==> src/rtl/conv_sequencer_if.sv <==
// conv_sequencer_if: bus between the convolution sequencer and its environment.
//   Memory side : sram read address / data, wmem read address, sram write
//                 enable / address.
//   Datapath    : wt_load, row_load, row_sel, dim strobes.
//   Control     : dut_run (start request), dut_busy (run in progress).
// The master modport is the sequencer; the slave modport is the memory and
// datapath side.
interface conv_sequencer_if #(
  parameter int AW = 12,
  parameter int DW = 16
);
  localparam int NW = $clog2(DW) + 1;

  logic          dut_run;
  logic [DW-1:0] sram_dut_read_data;
  logic          dut_busy;
  logic [AW-1:0] dut_sram_read_address;
  logic [AW-1:0] dut_wmem_read_address;
  logic          dut_sram_write_enable;
  logic [AW-1:0] dut_sram_write_address;
  logic          wt_load;
  logic          row_load;
  logic [1:0]    row_sel;
  logic [NW-1:0] dim;

  modport master (
    input  dut_run, sram_dut_read_data,
    output dut_busy, dut_sram_read_address, dut_wmem_read_address,
           dut_sram_write_enable, dut_sram_write_address,
           wt_load, row_load, row_sel, dim
  );

  modport slave (
    output dut_run, sram_dut_read_data,
    input  dut_busy, dut_sram_read_address, dut_wmem_read_address,
           dut_sram_write_enable, dut_sram_write_address,
           wt_load, row_load, row_sel, dim
  );
endinterface

==> src/rtl/conv_sequencer.sv <==
// conv_sequencer: control sequencer for the binary-convolution engine.
// Walks packed matrices in SRAM (word base = N, then N row words), issues
// every SRAM / weight-memory read, strobes the datapath to latch the kernel
// and three input rows, and pulses one output write per convolved row.
// Ports:
//   clk      - clock, rising edge
//   reset_b  - asynchronous reset, active HIGH (name kept from the codebase)
//   bus      - conv_sequencer_if.master (run/busy, memory and datapath strobes)
// All outputs are decoded from the state register and internal registers;
// the read data only steers next state and register updates.
module conv_sequencer #(
  parameter int AW = 12,
  parameter int DW = 16
) (
  input  logic              clk,
  input  logic              reset_b,
  conv_sequencer_if.master  bus
);
  localparam int RW = $clog2(DW);   // row counter width
  localparam int NW = RW + 1;       // dimension width (holds DW itself)

  typedef enum logic [2:0] {
    IDLE, FETCH_DIM, CAP_DIM, RD0, RD1, RD2, CAP2, WR
  } state_t;

  state_t        state, state_nx;
  logic [AW-1:0] base, wptr;
  logic [RW-1:0] r;
  logic [NW-1:0] dim_q;

  logic          dim_ok, last_row;
  logic          busy, wt, rl, we;
  logic [1:0]    sel;
  logic [AW-1:0] ra;

  // Valid matrix sizes are 3..DW; anything else (0xFFFF included) ends the run.
  assign dim_ok   = (bus.sram_dut_read_data >= DW'(3)) &&
                    (bus.sram_dut_read_data <= DW'(DW));
  // Row r is the last output row of this matrix when r+1 == N-2.
  assign last_row = (NW'(r) + NW'(1)) == (dim_q - NW'(2));

  always_ff @(posedge clk or posedge reset_b) begin
    if (reset_b) begin
      state <= IDLE;
      base  <= '0;
      wptr  <= '0;
      r     <= '0;
      dim_q <= '0;
    end else begin
      state <= state_nx;
      case (state)
        IDLE: if (bus.dut_run) begin
          base <= '0;
          wptr <= '0;
          r    <= '0;
        end
        CAP_DIM: if (dim_ok) begin
          dim_q <= bus.sram_dut_read_data[NW-1:0];
          r     <= '0;
        end
        WR: begin
          wptr <= wptr + 1'b1;            // wraps silently at 2^AW
          r    <= r + 1'b1;
          if (last_row) base <= base + AW'(dim_q) + AW'(1);
        end
        default: ;
      endcase
    end
  end

  always_comb begin
    state_nx = state;
    busy     = 1'b1;
    wt       = 1'b0;
    rl       = 1'b0;
    we       = 1'b0;
    sel      = 2'd0;
    ra       = '0;
    case (state)
      IDLE: begin
        busy = 1'b0;
        if (bus.dut_run) state_nx = FETCH_DIM;
      end
      FETCH_DIM: begin
        ra       = base;
        state_nx = CAP_DIM;
      end
      CAP_DIM: begin
        // kernel word from wmem address 0 is valid now
        wt       = 1'b1;
        state_nx = dim_ok ? RD0 : IDLE;
      end
      RD0: begin
        ra       = base + AW'(r) + AW'(1);
        state_nx = RD1;
      end
      RD1: begin
        // each row_load captures the address presented one cycle earlier
        ra       = base + AW'(r) + AW'(2);
        rl       = 1'b1;
        sel      = 2'd0;
        state_nx = RD2;
      end
      RD2: begin
        ra       = base + AW'(r) + AW'(3);
        rl       = 1'b1;
        sel      = 2'd1;
        state_nx = CAP2;
      end
      CAP2: begin
        rl       = 1'b1;
        sel      = 2'd2;
        state_nx = WR;
      end
      WR: begin
        we       = 1'b1;
        state_nx = last_row ? FETCH_DIM : RD0;
      end
      default: state_nx = IDLE;
    endcase
  end

  assign bus.dut_busy               = busy;
  assign bus.dut_sram_read_address  = ra;
  assign bus.dut_wmem_read_address  = '0;
  assign bus.dut_sram_write_enable  = we;
  assign bus.dut_sram_write_address = wptr;
  assign bus.wt_load                = wt;
  assign bus.row_load               = rl;
  assign bus.row_sel                = sel;
  assign bus.dim                    = dim_q;
endmodule

==> src/flat_wrapper.sv <==
// flat-port wrapper written by rule: the top's interface ports become plain ports
module conv_sequencer_flat 
#(
  parameter int AW = 12,
  parameter int DW = 16
)
  (clk, reset_b, bus_dut_run, bus_sram_dut_read_data, bus_dut_busy, bus_dut_sram_read_address, bus_dut_wmem_read_address, bus_dut_sram_write_enable, bus_dut_sram_write_address, bus_wt_load, bus_row_load, bus_row_sel, bus_dim);
  conv_sequencer_if #(.AW(AW), .DW(DW)) bus_i ();
  input  logic clk;
  input  logic reset_b;
  input wire logic [$bits(bus_i.dut_run)-1:0] bus_dut_run;
  input wire logic [$bits(bus_i.sram_dut_read_data)-1:0] bus_sram_dut_read_data;
  output wire logic [$bits(bus_i.dut_busy)-1:0] bus_dut_busy;
  output wire logic [$bits(bus_i.dut_sram_read_address)-1:0] bus_dut_sram_read_address;
  output wire logic [$bits(bus_i.dut_wmem_read_address)-1:0] bus_dut_wmem_read_address;
  output wire logic [$bits(bus_i.dut_sram_write_enable)-1:0] bus_dut_sram_write_enable;
  output wire logic [$bits(bus_i.dut_sram_write_address)-1:0] bus_dut_sram_write_address;
  output wire logic [$bits(bus_i.wt_load)-1:0] bus_wt_load;
  output wire logic [$bits(bus_i.row_load)-1:0] bus_row_load;
  output wire logic [$bits(bus_i.row_sel)-1:0] bus_row_sel;
  output wire logic [$bits(bus_i.dim)-1:0] bus_dim;
  assign bus_i.dut_run = bus_dut_run;
  assign bus_i.sram_dut_read_data = bus_sram_dut_read_data;
  assign bus_dut_busy = bus_i.dut_busy;
  assign bus_dut_sram_read_address = bus_i.dut_sram_read_address;
  assign bus_dut_wmem_read_address = bus_i.dut_wmem_read_address;
  assign bus_dut_sram_write_enable = bus_i.dut_sram_write_enable;
  assign bus_dut_sram_write_address = bus_i.dut_sram_write_address;
  assign bus_wt_load = bus_i.wt_load;
  assign bus_row_load = bus_i.row_load;
  assign bus_row_sel = bus_i.row_sel;
  assign bus_dim = bus_i.dim;
  conv_sequencer #(.AW(AW), .DW(DW)) u_core (.clk(clk), .reset_b(reset_b), .bus(bus_i));
endmodule
==> config.mk <==
export PLATFORM = sky130hd
export DESIGN_NAME = conv_sequencer_flat
export DESIGN_NICKNAME = d
export VERILOG_FILES = /design/src/rtl/conv_sequencer_if.sv /design/src/rtl/conv_sequencer.sv /design/src/flat_wrapper.sv
export SDC_FILE = /design/constraint.sdc
export NUM_CORES = 1
export LEC_CHECK = 0
export ABC_AREA = 1
export BUFFER_PORTS_ARGS = -buffer_cell sky130_fd_sc_hd__buf_2
export CELL_PAD_IN_SITES_DETAIL_PLACEMENT = 1
export CELL_PAD_IN_SITES_GLOBAL_PLACEMENT = 2
export CORE_MARGIN = 2
export CORE_UTILIZATION = 33
export DETAILED_ROUTE_END_ITERATION = 10
export HOLD_SLACK_MARGIN = 0.08
export PLACE_DENSITY = 0.95
export SKIP_LAST_GASP = 1
export SYNTH_ARGS = -nofsm -noshare
export SYNTH_HDL_FRONTEND = slang
export SYNTH_SLANG_ARGS = --single-unit
==> constraint.sdc <==
create_clock -name clk -period 4.3 [get_ports clk]
set_input_delay 0.645 -clock clk [delete_from_list [all_inputs] [get_ports clk]]
set_output_delay 0.645 -clock clk [all_outputs]
set_load 0.01 [all_outputs]
# Word level (Yosys, flattened, before mapping)
# Cells that the tools add are included.
# classes
add_sub_neg	10
magnitude_cmp	2
eq_ne	11
n_mux	17
reduce_logical	9
# ops
operator	n
$pmux W12 S2	2
$pmux W12 S4	1
$add A12 B1 Y12 const B	3
$add A12 B2 Y12 const B	2
$mux W12	2
$pmux W3 S8	1
$ge A16 B2 Y1 const B	1
$le A16 B5 Y1 const B	1
$add A12 B4 Y12	1
$add A12 B5 Y12	1
$eq A3 B3 Y1 const B	4
$pmux W4 S3	1
$mux W4	2
$eq A3 B2 Y1 const B	2
$reduce_and A3 Y1	2
$add A4 B1 Y5 const B	1
$eq A5 B5 Y1	1
$sub A5 B2 Y5 const B	1
$add A4 B1 Y4 const B	1
$mux W1	4
$mux W2	2
$ne A2 B1 Y1 const B	2
$pmux W2 S2	1
$reduce_and A2 Y1	2
other kinds (8)	8
# word_totals
ff_bits	36
output_inout_bits	47

# Depth between registers and ports, before layout
# depth
word_depth	4
depth_mapped	15

# Worst setup path before layout
# No wires, ideal clock.
# synth_timing
path_type	register to output
start	register u_core.r[0]
end	output bus_dut_sram_read_address[5]
arrival_time_ns	2.441
required_time_ns	3.655
path_slack_ns	1.214
stages_incl_launch_ff	13
n_path_buf	0
cell_sequence	dfrtp_1 > ha_1 > inv_1 > fa_1 > inv_1 > ha_1 > a21oi_1 > nor2_2 > nand2_1 > nor2_2 > or2_2 > nand3_1 > o211ai_1
# synth_via
elab_chain_len	3
elab_cells_between_ends	5
classes_between	4 x add/sub; 1 x mux
# synth_rtl
element	line_no	text
from (decl)	conv_sequencer.sv:28	logic [RW-1:0] r;
from (signal assigned)	conv_sequencer.sv:63	r <= r + 1'b1;
$add A12 B4 Y12 (*)	conv_sequencer.sv:94, conv_sequencer.sv:99, conv_sequencer.sv:105	
$add A12 B2 Y12, or another cell as far along	conv_sequencer.sv:105	ra = base + AW'(r) + AW'(3);
$pmux W12 S4 (*)	conv_sequencer.sv:79	case (state)
to (decl)	flat_wrapper.sv:14	output wire logic [$bits(bus_i.dut_sram_read_address)-1:0] bus_dut_sram_read_address;
# Mark *: on every way between the ends. The rest lies on a longest branch, timed or not.

# Final worst setup path
# Ends and elaborated chain as after synthesis.

==> results.tsv <==
stage	metric	value	unit
yosys	Cell Area, Synth	0.00353	mm²
floorplanning	Die W	107	µm
detailed_routing	final WL	10.4	mm
timing	final hold vios	0	
setup_path	crit-path cells	ha_1 -> inv_1 -> fa_1 -> inv_1 -> ha_1 -> a21oi_1 -> nor2_2 -> nand2_1 -> nor2_2 -> or2_2 -> nand3_1 -> o211ai_1 -> buf_2	
setup_path	Worst Path Arrival	3.17	ns
timing	RSZ-0062 raised after global routing	no	
clocking	CTS Sinks	36	
clocking	clk slew on worst S/H paths	0.08	ns
finish	Sequential Area	901	µm²
yosys	Yosys cell types	47	
setup_path	Crit-path slowest cell	fa_1	
global_routing	gr usage total	0.192	
yosys	Synth Flop Type	dfrtp_1	
pwr	Clk pwr share	0.155	
floorplanning	Starting Density	0.341	
global_routing	vias in the first global route	3748	
detailed_routing	antenna-violating nets left	0	
timing	Hold WS	0.447	ns
finish	nets	616	
place	hpwl dp	8.56	mm
finish	Area Overhead vs Synth	12.4	%
setup_path	cell family with most CP delay	adder cells	
clocking	Clock Latency Late Sink	0.30	ns
clocking	CTS Buf Count	5	
setup_path	startpoint types	register	
detailed_routing	number of DRC markers in iteration 0	152	
place	GP Congestion	0.843	
finish	multi-input logic area	0.00225	mm²
clocking	Post-CTS Setup Inserts	0	
yosys	Mapped Cells	529	
floorplanning	Ports	66	
pwr	Peak VDD IR	203	µV
yosys	main area contributors after synthesis	dfrtp_1, nand2_1, nand3_1	
yosys	synthesis-stage register bit count	36	
run_status	status	completed	
worst_hold_path	Hold Path Class	in2async	
pwr	Static Leak	1.99	nW
finish	Final Util	0.383	
yosys	asr flop ratio synth	1.00	
setup_path	CP Buf/Inv Count	3	
timing	post-route worst setup slack	0.482	ns
detailed_routing	routed len/inst	14.6	µm
pwr	Comb power frac	0.575	
setup_path	kind of critical path	reg2out	
timing	worst slew pin tran	1.08	ns
pwr	Flop pwr share	0.270	
yosys	yosys warns	0	
detailed_routing	total vias in the final route	3608	
timing	period utilization	0.888	
global_routing	initial antenna violation count	0	
timing	Rel. slew slack	0.280	
detailed_routing	via/cell ratio	5.03	
detailed_routing	DR pass1 iterations	4	
place	port buffer count	53	
setup_path	Crit. End Element	output pin	
clocking	clk buf depth	2	
yosys	top-area cell type share of the netlist area	0.255	
setup_path	WP data required	3.65	ns
timing	Max Clk Rate	262	MHz
yosys	cell taking the most area after synthesis	dfrtp_1	
setup_path	worst-path fanout max	7	
pwr	switching share of power	0.505	
finish	proportion of layout cells with a drive suffix above 1	0.196	
finish	Ant. Diodes	0	
setup_path	slowest stage delay, CP	0.58	ns
global_routing	first-pass GRT wire length	18.1	mm
detailed_routing	# DRC	0	
floorplanning	Die Ht	107	µm
timing	Final min period	3.82	ns
finish	Filler Cells Inserted	1401	
floorplanning	Std-Cell Core Area	0.0104	mm²
pwr	P_int	0.860	mW
yosys	top-count cell post-synth	nand2_1	
floorplanning	FP Rows	37	
setup_path	Reg2Reg Setup Slack	1.85	ns
timing	Worst Skew	0.00272	ns
clocking	htree depth	2	
pwr	Pwr Density	438	mW/mm²
clocking	Post-CTS Resized	0	
yosys	sequential cell area fraction in the yosys report	0.255	
pwr	Psw	0.878	mW
global_routing	global route total overflow	0	
floorplanning	die area	0.0116	mm²
yosys	mean area per synthesized cell	6.68	µm²
global_routing	largest net degree at the start of global routing	37	
timing	TNS Setup	0	ns
yosys	top cells by count, synth	nand2_1, inv_1, nand3_1	
clocking	post-cts hold buffer count	0	
timing	final setup fails	0	
clocking	CTS tree	done	
timing	max-slew violations	0	
place	dpl ws	0.787	ns
clocking	root buf cell	clkbuf_8	
flow_run	max cap viols	0	
yosys	number of flops mapped to enable cells by yosys	0	
==> per-layer routing <==
metal  share of wire  up-vias  global-route usage
met5               0        -                   0
met4          0.0048        0              0.0293
met3           0.025        6              0.0230
met2            0.51       42               0.354
met1            0.46     1744               0.243
li1                -     1816                   -
==> stage by stage <==
| stage | instance area, µm² | std cells | power, mW |
|---|---|---|---|
| CTS | 3970 | 717 | 1.76 |
| global placement | 3870 | 709 | 1.45 |
| finish | 3970 | 717 | 1.74 |
| global route | 3970 | 717 | 1.91 |
| detailed placement | 3870 | 709 | 1.48 |
| floorplan | 3580 | 540 | 1.19 |
==> registers in the layout (all words and copies together) (netlist names) <==
signal	flops
u_core.state	3
u_core.r	4
u_core.base	12
u_core.bus.dut_sram_write_address	12
u_core.bus.dim	5
==> cell families (layout without fill, tap and decap cells) <==
family / Yosys count / in the layout / synth area share
and+or+nand+nor: 303 / 303 / 0.419
buffers and inverters: 95 / 136 / 0.121
AOI/OAI and AO/OA: 67 / 67 / 0.110
DFF: 36 / 36 / 0.255
adders and majority gates: 17 / 17 / 0.0665
xor gates and xnor gates: 10 / 10 / 0.0269
other: 1 / 12 / 0.00106
==> final cells by class <==
type                            count  area share
Clock buffer                        6      0.0208
Clock inverter                      2     0.00347
Inverter                           72      0.0681
Tap cell                          136      0.0428
Multi-Input combinational cell    409       0.566
Timing Repair Buffer               56      0.0725
Sequential cell                    36       0.227
==> placed cells by master, fill, tap and decap left out, types with 2 or more instances in the layout <==
master	instances
a31oi_1	3
a21oi_1	12
nor2_2	7
dfrtp_1	36
buf_4	3
o21ai_1	2
o211ai_1	2
nand3b_1	4
nand2_4	3
xor2_1	4
o21ai_0	36
nand2_2	13
inv_1	70
nand4_1	15
nand2_1	126
nand3_1	66
xnor2_1	5
buf_2	53
nor2_1	37
conb_1	12
a22oi_1	3
fa_1	3
nor4_1	2
clkbuf_8	6
or2_2	9
o221ai_1	3
nand3_2	5
ha_1	14
nor3_1	6
nor2_4	4
==> worst register-to-register path, delay by kind of cell (launching register included) <==
kind	cells	cell delay [ns]
compound gates	1	0.07
flops	1	0.45
buf+inv	1	0.39
simple gates	5	1.41
==> power by group through the flow <==
| stage | Combinational [mW] | Clock, mW | Sequential, mW |
|---|---|---|---|
| global route | 1.13 | 0.297 | 0.483 |
| floorplan | 0.733 | 0 | 0.461 |
| finish | 0.999 | 0.270 | 0.469 |
| global placement | 0.977 | 0 | 0.472 |
| detailed placement | 1.00 | 0 | 0.477 |
| CTS | 1.01 | 0.278 | 0.470 |
==> worst paths after layout <==
path | startpoint | endpoint | cells past startpoint
max reg2reg | u_core.state[2] | u_core.base[0] | 7
min reg2reg | u_core.bus.dut_sram_write_address[3] | u_core.bus.dut_sram_write_address[3] | 1
max in group asynchronous | reset_b | u_core.base[4] | 3
min | reset_b | u_core.bus.dut_sram_write_address[9] | 3
min in group clk | u_core.bus.dut_sram_write_address[3] | u_core.bus.dut_sram_write_address[3] | 1
max | u_core.r[0] | bus_dut_sram_read_address[5] | 13
(Power assumes the default switching activity.)
